## src/rtl/intt_stream_ctrl.sv

```systemverilog
// -----------------------------------------------------------------------------
// intt_stream_ctrl
//
// Streaming sequencer that sits around the combinational intt core. It
// collects one frame of D coefficients from a valid/ready input stream and
// packs them into a registered core input bus. The bus is held stable for LAT
// cycles so the core can settle. The core output is then captured into a
// result buffer and streamed back out, one coefficient per beat. Only one
// frame is in flight at a time.
//
// Parameters
//   N    coefficient width in bits
//   D    coefficients per frame (power of 2, >= 2)
//   LAT  settle cycles allowed for the core before capture (>= 1)
//
// Ports
//   clk        in   1     clock, rising edge
//   rst        in   1     synchronous reset, active-high
//   in_valid   in   1     in_data holds a coefficient
//   in_ready   out  1     controller can accept a coefficient (LOAD only)
//   in_data    in   N     input coefficient, frame order 0..D-1
//   core_an    out  N*D   registered core input, slot i at [N*(i+1)-1:N*i]
//   core_a     in   N*D   core output, same packing
//   out_valid  out  1     out_data holds a result (UNLOAD only)
//   out_ready  in   1     downstream accepts out_data
//   out_data   out  N     result coefficient, order 0..D-1
//   out_last   out  1     marks the beat carrying index D-1
//   busy       out  1     high while waiting on the core or unloading
//
// Every output is decoded from registered state, so there is no
// combinational path from any input to any output.
// -----------------------------------------------------------------------------
module intt_stream_ctrl #(
  parameter int N   = 9,
  parameter int D   = 8,
  parameter int LAT = 2
) (
  input  logic           clk,
  input  logic           rst,
  input  logic           in_valid,
  output logic           in_ready,
  input  logic [N-1:0]   in_data,
  output logic [N*D-1:0] core_an,
  input  logic [N*D-1:0] core_a,
  output logic           out_valid,
  input  logic           out_ready,
  output logic [N-1:0]   out_data,
  output logic           out_last,
  output logic           busy
);

  localparam int IDX_W  = $clog2(D);
  localparam int WCNT_W = $clog2(LAT + 1);

  localparam logic [IDX_W-1:0]  IDX_LAST  = IDX_W'(D - 1);
  localparam logic [WCNT_W-1:0] WAIT_LAST = WCNT_W'(LAT - 1);

  typedef enum logic [1:0] {
    S_LOAD   = 2'd0,
    S_WAIT   = 2'd1,
    S_UNLOAD = 2'd2
  } state_t;

  state_t              state_q,   state_d;
  logic [IDX_W-1:0]    idx_q,     idx_d;
  logic [WCNT_W-1:0]   wait_q,    wait_d;
  logic [N*D-1:0]      core_an_q, core_an_d;
  logic [N*D-1:0]      res_q,     res_d;

  // Next-state logic. The same index register walks the input slots during
  // LOAD and the result slots during UNLOAD; it is cleared on each exit.
  always_comb begin
    state_d   = state_q;
    idx_d     = idx_q;
    wait_d    = wait_q;
    core_an_d = core_an_q;
    res_d     = res_q;

    case (state_q)
      S_LOAD: begin
        if (in_valid) begin
          core_an_d[idx_q*N +: N] = in_data;
          if (idx_q == IDX_LAST) begin
            idx_d   = '0;
            wait_d  = '0;
            state_d = S_WAIT;
          end else begin
            idx_d = idx_q + 1'b1;
          end
        end
      end

      S_WAIT: begin
        // The counter tops out at LAT, which its width always holds, and it
        // is cleared again before the next WAIT.
        wait_d = wait_q + 1'b1;
        if (wait_q == WAIT_LAST) begin
          res_d   = core_a;
          state_d = S_UNLOAD;
        end
      end

      S_UNLOAD: begin
        if (out_ready) begin
          if (idx_q == IDX_LAST) begin
            idx_d   = '0;
            state_d = S_LOAD;
          end else begin
            idx_d = idx_q + 1'b1;
          end
        end
      end

      default: begin
        state_d = S_LOAD;
        idx_d   = '0;
        wait_d  = '0;
      end
    endcase
  end

  // State and data registers. Reset also clears the core input bus and the
  // result buffer, so a partially loaded frame leaves nothing behind.
  always_ff @(posedge clk) begin
    if (rst) begin
      state_q   <= S_LOAD;
      idx_q     <= '0;
      wait_q    <= '0;
      core_an_q <= '0;
      res_q     <= '0;
    end else begin
      state_q   <= state_d;
      idx_q     <= idx_d;
      wait_q    <= wait_d;
      core_an_q <= core_an_d;
      res_q     <= res_d;
    end
  end

  // Output decode from registered state only.
  always_comb begin
    in_ready  = (state_q == S_LOAD);
    out_valid = (state_q == S_UNLOAD);
    busy      = (state_q == S_WAIT) || (state_q == S_UNLOAD);
    out_last  = (state_q == S_UNLOAD) && (idx_q == IDX_LAST);
    out_data  = '0;
    if (state_q == S_UNLOAD) begin
      out_data = res_q[idx_q*N +: N];
    end
  end

  assign core_an = core_an_q;

endmodule

```

## config.mk

```make
export PLATFORM = sky130hd
export DESIGN_NAME = intt_stream_ctrl
export DESIGN_NICKNAME = d
export VERILOG_FILES = /design/src/rtl/intt_stream_ctrl.sv
export SDC_FILE = /design/constraint.sdc
export NUM_CORES = 1
export LEC_CHECK = 0
export BUFFER_PORTS_ARGS = -buffer_cell sky130_fd_sc_hd__buf_2
export CORE_MARGIN = 2
export CORE_UTILIZATION = 47
export CTS_CLUSTER_SIZE = 16
export DETAILED_ROUTE_END_ITERATION = 12
export GPL_ROUTABILITY_DRIVEN = 0
export MAX_ROUTING_LAYER = met4
export PLACE_DENSITY = 0.73
export SLEW_MARGIN = 10
export SYNTH_ARGS = -nofsm -noshare
export SYNTH_HDL_FRONTEND = slang
export SYNTH_SLANG_ARGS = --single-unit
```

## constraint.sdc

```tcl
create_clock -name clk -period 3.5 [get_ports clk]
set_clock_uncertainty 0.1 [all_clocks]
set_input_delay 0.35 -clock clk [delete_from_list [all_inputs] [get_ports clk]]
set_output_delay 0.35 -clock clk [all_outputs]
set_load 0.03 [all_outputs]
```

; ---- Word level (Yosys, flattened, before mapping)
; Index checks and enable logic that the tools add are counted.
; W data, S select, Z words.
[op_classes]
mux = 14
multipliers = 1
bitwise_logic = 2
shift = 3
n_addsub = 3
reduce_logical = 8
n_eq_ne = 9
[ops]
columns = cell, n
row1 = $bwmux W72, 1
row2 = $shift A9 B34 Y72 const A, 1
row3 = $shiftx A72 B8 Y9, 1
row4 = $shiftx A9 B34 Y72, 1
row5 = $neg A7 Y34, 1
row6 = $mux W2, 6
row7 = $pmux W2 S3, 2
row8 = $mux W3, 3
row9 = $mux W9, 1
row10 = $pmux W3 S3, 1
row11 = $mul A3 B4 Y7 const B, 1
row12 = $ne A2 B1 Y1 const B, 3
row13 = $reduce_and A3 Y1, 2
row14 = $reduce_and A5 Y1, 1
row15 = $eq A2 B1 Y1 const B, 2
row16 = $ne A2 B2 Y1 const B, 2
row17 = $reduce_and A2 Y1, 2
row18 = $add A3 B1 Y3 const B, 1
row19 = $eq A3 B3 Y1 const B, 1
row20 = $add A2 B1 Y2 const B, 1
row21 = $eq A2 B2 Y1 const B, 1
row22 = $logic_not A2 Y1, 1
row23 = $not A1 Y1, 2
row24 = $logic_and A1 B1 Y1, 1
row25 = $logic_or A1 B1 Y1, 1
[totals]
out_inout_bits = 85
in_bits = 85
reg_bits = 151

; ---- Depth between registers and ports, before layout
[logic_depth]
word_depth = 4
mapped_depth = 9

; ---- Worst setup path after synthesis
; OpenSTA, ideal clock, no wires.
[synth_timing]
path_type = register to register
startpoint = reg idx_q[1]
endpoint = reg core_an_q[36] (netlist: core_an[36])
slack_ns = 0.945
stages_incl_launch_ff = 10
period_less_slack_ns = 2.555
arrival_ns = 2.328
t_required_ns = 3.272
path_buffers = 3
cell_sequence = dfxtp_1 buf_4 clkbuf_1 inv_1 ha_1 or3b_1 a2111oi_2 buf_4 mux2i_1 nor2_1
[synth_via]
elab_chain_len = 4
elab_cells_between_ends = 5
cone_classes = add/sub (1) / mul (1) / shift (2) / mux (1)
[synth_lines]
columns = item, line_no
row1 = "start, declared", 65  ; logic [IDX_W-1:0] idx_q, idx_d;
row2 = "start signal, assigned", 133  ; idx_q <= idx_d;
row3 = $mul A3 B4 Y7 (*), 82  ; core_an_d[idx_q*N +: N] = in_data;
row4 = $neg A7 Y34 (*), 82
row5 = $shiftx A9 B34 Y72 / $shift A9 B34 Y72 (equally long branches), 82
row6 = $bwmux W72 (*), 82
row7 = "end signal, assigned", 135  ; core_an_q <= core_an_d;
row8 = "end, declared", 67  ; logic [N*D-1:0] core_an_q, core_an_d;
; Every way passes the cells marked *; elsewhere a longest branch is shown, timed or not.
; A chain may end at the register's enable or synchronous reset.

; ---- Worst setup path in the final report
[layout_timing]
startpoint = reg idx_q[0]
endpoint = out out_data[3]
[layout_via]
elab_chain_len = 3
[layout_lines]
columns = item, line_no
row1 = $mul A3 B4 Y7, 148  ; out_data = res_q[idx_q*N +: N];
row2 = $shiftx A72 B8 Y9, 148
row3 = $mux W9, 147  ; if (state_q == S_UNLOAD) begin
row4 = "end, declared", 47  ; output logic [N-1:0] out_data,
; Every way passes these cells.

==> metrics.txt <==
# TYPE chip_impl_metric gauge
chip_impl_info{name="run_status",value="completed"} 1
chip_impl_metric{name="timing_max_transition_violations_final",unit=""} 0
chip_impl_metric{name="post_dp_cell_area",unit="um2"} 7070
chip_impl_metric{name="cts_bufs_inserted",unit=""} 17
chip_impl_metric{name="cts.repair_timing.setup_buffer_count",unit=""} 0
chip_impl_metric{name="global_route.overflow_total",unit=""} 0
chip_impl_metric{name="avgSynthCellArea",unit="um2"} 8.53
chip_impl_info{name="rsz_0062_raised_after_global_routing",value="no"} 1
chip_impl_info{name="post-synth-top-count-cell",value="nand2_1"} 1
chip_impl_info{name="ys.flop_type",value="dfxtp_1"} 1
chip_impl_metric{name="area_of_the_core_region",unit="um2"} 12700
chip_impl_metric{name="antenna_found_initial",unit=""} 1
chip_impl_metric{name="drt_iter0_markers",unit=""} 332
chip_impl_metric{name="antenna_violating_nets_post_route",unit=""} 0
chip_impl_metric{name="final_non_filler_cell_total",unit=""} 1045
chip_impl_metric{name="synthArstFlopShare",unit="%"} 0
chip_impl_metric{name="post-route-cell-area",unit="um2"} 7680
chip_impl_info{name="synth.top_cells.by_area",value="dfxtp_1, nand2_1, mux2i_1"} 1
chip_impl_metric{name="dieHeight",unit="um"} 119
chip_impl_metric{name="postCtsHoldBufs",unit=""} 0
chip_impl_metric{name="max_slew_headroom_at_the_worst_pin",unit="%"} 49.7
chip_impl_metric{name="grt_max_degree",unit=""} 80
chip_impl_metric{name="number_of_i_o_port_buffers",unit=""} 169
chip_impl_metric{name="clock.fmax",unit="GHz"} 0.390
chip_impl_metric{name="tightest_slew",unit="ps"} 754
chip_impl_metric{name="fill_cells",unit=""} 1172
chip_impl_info{name="synth.largest_area_cell",value="dfxtp_1"} 1
chip_impl_metric{name="cts-resized-gates",unit=""} 0
chip_impl_metric{name="power-per-cell-area",unit="nW/um2"} 505
chip_impl_info{name="synth_commonest_cells",value="nand2_1, dfxtp_1, a21oi_1"} 1
chip_impl_metric{name="synth_top_cell_area_share",unit="%"} 48.9
chip_impl_metric{name="final-hold-violation-count",unit=""} 0
chip_impl_metric{name="post_drt_wl_per_cell",unit="um"} 14.8
chip_impl_metric{name="clkTransAtPathRegs",unit="ps"} 60
chip_impl_metric{name="ios",unit=""} 170
chip_impl_metric{name="post-route-period-util",unit="%"} 73.3
chip_impl_metric{name="dp_cells",unit=""} 1014
chip_impl_info{name="clock_tree_from_tritoncts",value="done"} 1
chip_impl_metric{name="total_wire_length_after_detailed_routing",unit="um"} 15400
chip_impl_metric{name="horizontal_die_dimension",unit="um"} 119
chip_impl_metric{name="clockBufferDepth",unit=""} 2
chip_impl_metric{name="floorplan.die_area",unit="um2"} 14100
chip_impl_metric{name="grt_pass1_vias",unit=""} 5000
chip_impl_metric{name="crit_fanout",unit=""} 28
chip_impl_metric{name="finalSetupViolations",unit=""} 0
chip_impl_metric{name="leakagePower",unit="nW"} 3.06
chip_impl_metric{name="grt_use_total",unit="%"} 22.9
chip_impl_metric{name="detailedPlacementHpwl",unit="um"} 10600
chip_impl_metric{name="synth.yosys.warnings",unit=""} 0
chip_impl_metric{name="post_route_cells_drive_above_1_share",unit="%"} 25.8
chip_impl_metric{name="ys_ff_latch",unit=""} 151
chip_impl_metric{name="period_needed",unit="ps"} 2570
chip_impl_metric{name="synth.cell_area",unit="um2"} 6180
chip_impl_metric{name="clk_latency",unit="ps"} 420
chip_impl_metric{name="netlist-cell-type-count",unit=""} 34
chip_impl_info{name="cts_root_buf",value="clkbuf_16"} 1
chip_impl_metric{name="first_pass_iters",unit=""} 6
chip_impl_metric{name="layout-area-overhead-vs-synth",unit="%"} 24.4
chip_impl_metric{name="maxCapViolCount",unit=""} 0
chip_impl_metric{name="vdd.ir_drop.worst",unit="mV"} 0.247
chip_impl_metric{name="clock_sink_count",unit=""} 151
chip_impl_metric{name="floorplan.initialDensity",unit="%"} 48.5
chip_impl_metric{name="nNetsFinal",unit=""} 954
chip_impl_info{name="worst_setup_path_start_kind",value="flop"} 1
chip_impl_metric{name="final_core_utilization",unit="%"} 60.4
chip_impl_metric{name="number_of_enable_flip_flop_cells_after_synthesis",unit=""} 0
chip_impl_metric{name="required",unit="ps"} 3050
chip_impl_metric{name="residual_drc",unit=""} 0
chip_impl_info{name="worstSetupEndpointType",value="primary output"} 1
chip_impl_metric{name="route.vias.total",unit=""} 5341
chip_impl_info{name="timing.setup.critical_path_class",value="reg2out"} 1
chip_impl_metric{name="ys_seq_area_share",unit="%"} 48.9
chip_impl_metric{name="htree_levels",unit=""} 4
chip_impl_info{name="worst_hold_path_type",value="in2reg"} 1
chip_impl_metric{name="grt_pass1_wl",unit="um"} 25000
chip_impl_metric{name="setup_tns",unit="ps"} 0
chip_impl_metric{name="placement_rows",unit=""} 41
chip_impl_metric{name="syn-instance-count",unit=""} 724
chip_impl_metric{name="worst-endpoint-arrival",unit="ps"} 2120
chip_impl_metric{name="syn_nets",unit=""} 817
chip_impl_metric{name="per_cell_via_count_in_the_routed_design",unit=""} 5.11
[cell families (layout without fill, tap and decap cells)]
family	count (synthesis)	in the layout	synth area share, %
AOI/OAI and AO/OA	135	135	11.9
xor gates and xnor gates	2	2	0.284
adders and majority gates	8	8	1.62
buffers and inverters	68	216	4.82
DFF	151	151	48.9
muxes	67	67	12.9
other	0	1	0
and+or+nand+nor	293	293	19.5
[stage by stage]
| step | power (mW) | hold WS [ps] | worst slack (ps) |
|---|---|---|---|
| 2_1_floorplan | 1.94 | 333 | 945 |
| 3_3_place_gp | 2.03 | 341 | 1350 |
| 3_5_place_dp | 2.03 | 343 | 1250 |
| 4_1_cts | 3.91 | 51.4 | 902 |
| 5_1_grt | 4.01 | 48.7 | 767 |
| 6_report | 3.88 | 65.0 | 933 |
[path summary, 6_finish.rpt]
path	startpoint	to	slack [ps]	cells after the start
worst min register to register	res_q[30]	res_q[30]	350	2
worst max register to register	idx_q[0]	core_an[2]	1260	6
worst max-delay path	idx_q[0]	out_data[3]	930	4
worst min-delay path	core_a[33]	res_q[33]	60	3
[cells in the final DEF, fill, tap and decap left out, types with 3 or more instances in the layout]
cell type | netlist | routed
a22o_1 | 5 | 5
clkinv_2 | 0 | 3
o22ai_1 | 8 | 8
o21a_1 | 4 | 4
mux4_2 | 10 | 10
nand2b_1 | 3 | 3
dfxtp_1 | 151 | 150
nand3_1 | 38 | 38
or2_2 | 3 | 3
and2_1 | 3 | 3
ha_1 | 8 | 8
bufinv_16 | 0 | 4
inv_1 | 9 | 9
nor2_1 | 49 | 48
mux2i_1 | 57 | 57
a21oi_1 | 111 | 111
clkbuf_16 | 0 | 17
nand2_1 | 186 | 185
buf_4 | 5 | 8
buf_2 | 13 | 168
[layer usage]
layer  GRT usage [%]  up-vias  share of wire [%]  routed length [um]
met3            7.38       17                8.7                1340
met1            27.5     2445                 42                6520
met4            7.51        0                1.2                 191
met2            36.5      173                 48                7370
li1                -     2706                  -                   -
met5               -        -                  0                   0
[sequential cells by signal, indices dropped and copies added (netlist names)]
name / cells
core_an: 72
res_q: 72
idx_q: 3
state_q: 2
wait_q: 2
[worst max-delay path, cell delays in order (launching register included)]
cell and delay (ps):
dfxtp_2 320, buf_4 380, mux4_2 560, a22o_1 250, buf_2 180
[where the power goes]
part / leakage (nW) / switching (mW) / total [mW] / internal [mW]
Sequential: 1.22 / 0.00809 / 1.74 / 1.73
Combinational: 1.54 / 0.159 / 0.251 / 0.0919
Clock: 0.295 / 0.674 / 1.89 / 1.22
Total: 3.06 / 0.842 / 3.88 / 3.04
[final cells by class]
cell class              count  area, um2  area share (%)
well taps                 172        215            2.80
clock buffers              21        460            5.99
inverters                   9       33.8           0.440
diodes                      1       2.50          0.0326
multi-input cells         505       2880            37.4
repair buffers            177        921            12.0
clock inverters             9        150            1.95
flip-flops and latches    151       3020            39.4
(Power assumes the default switching activity.)
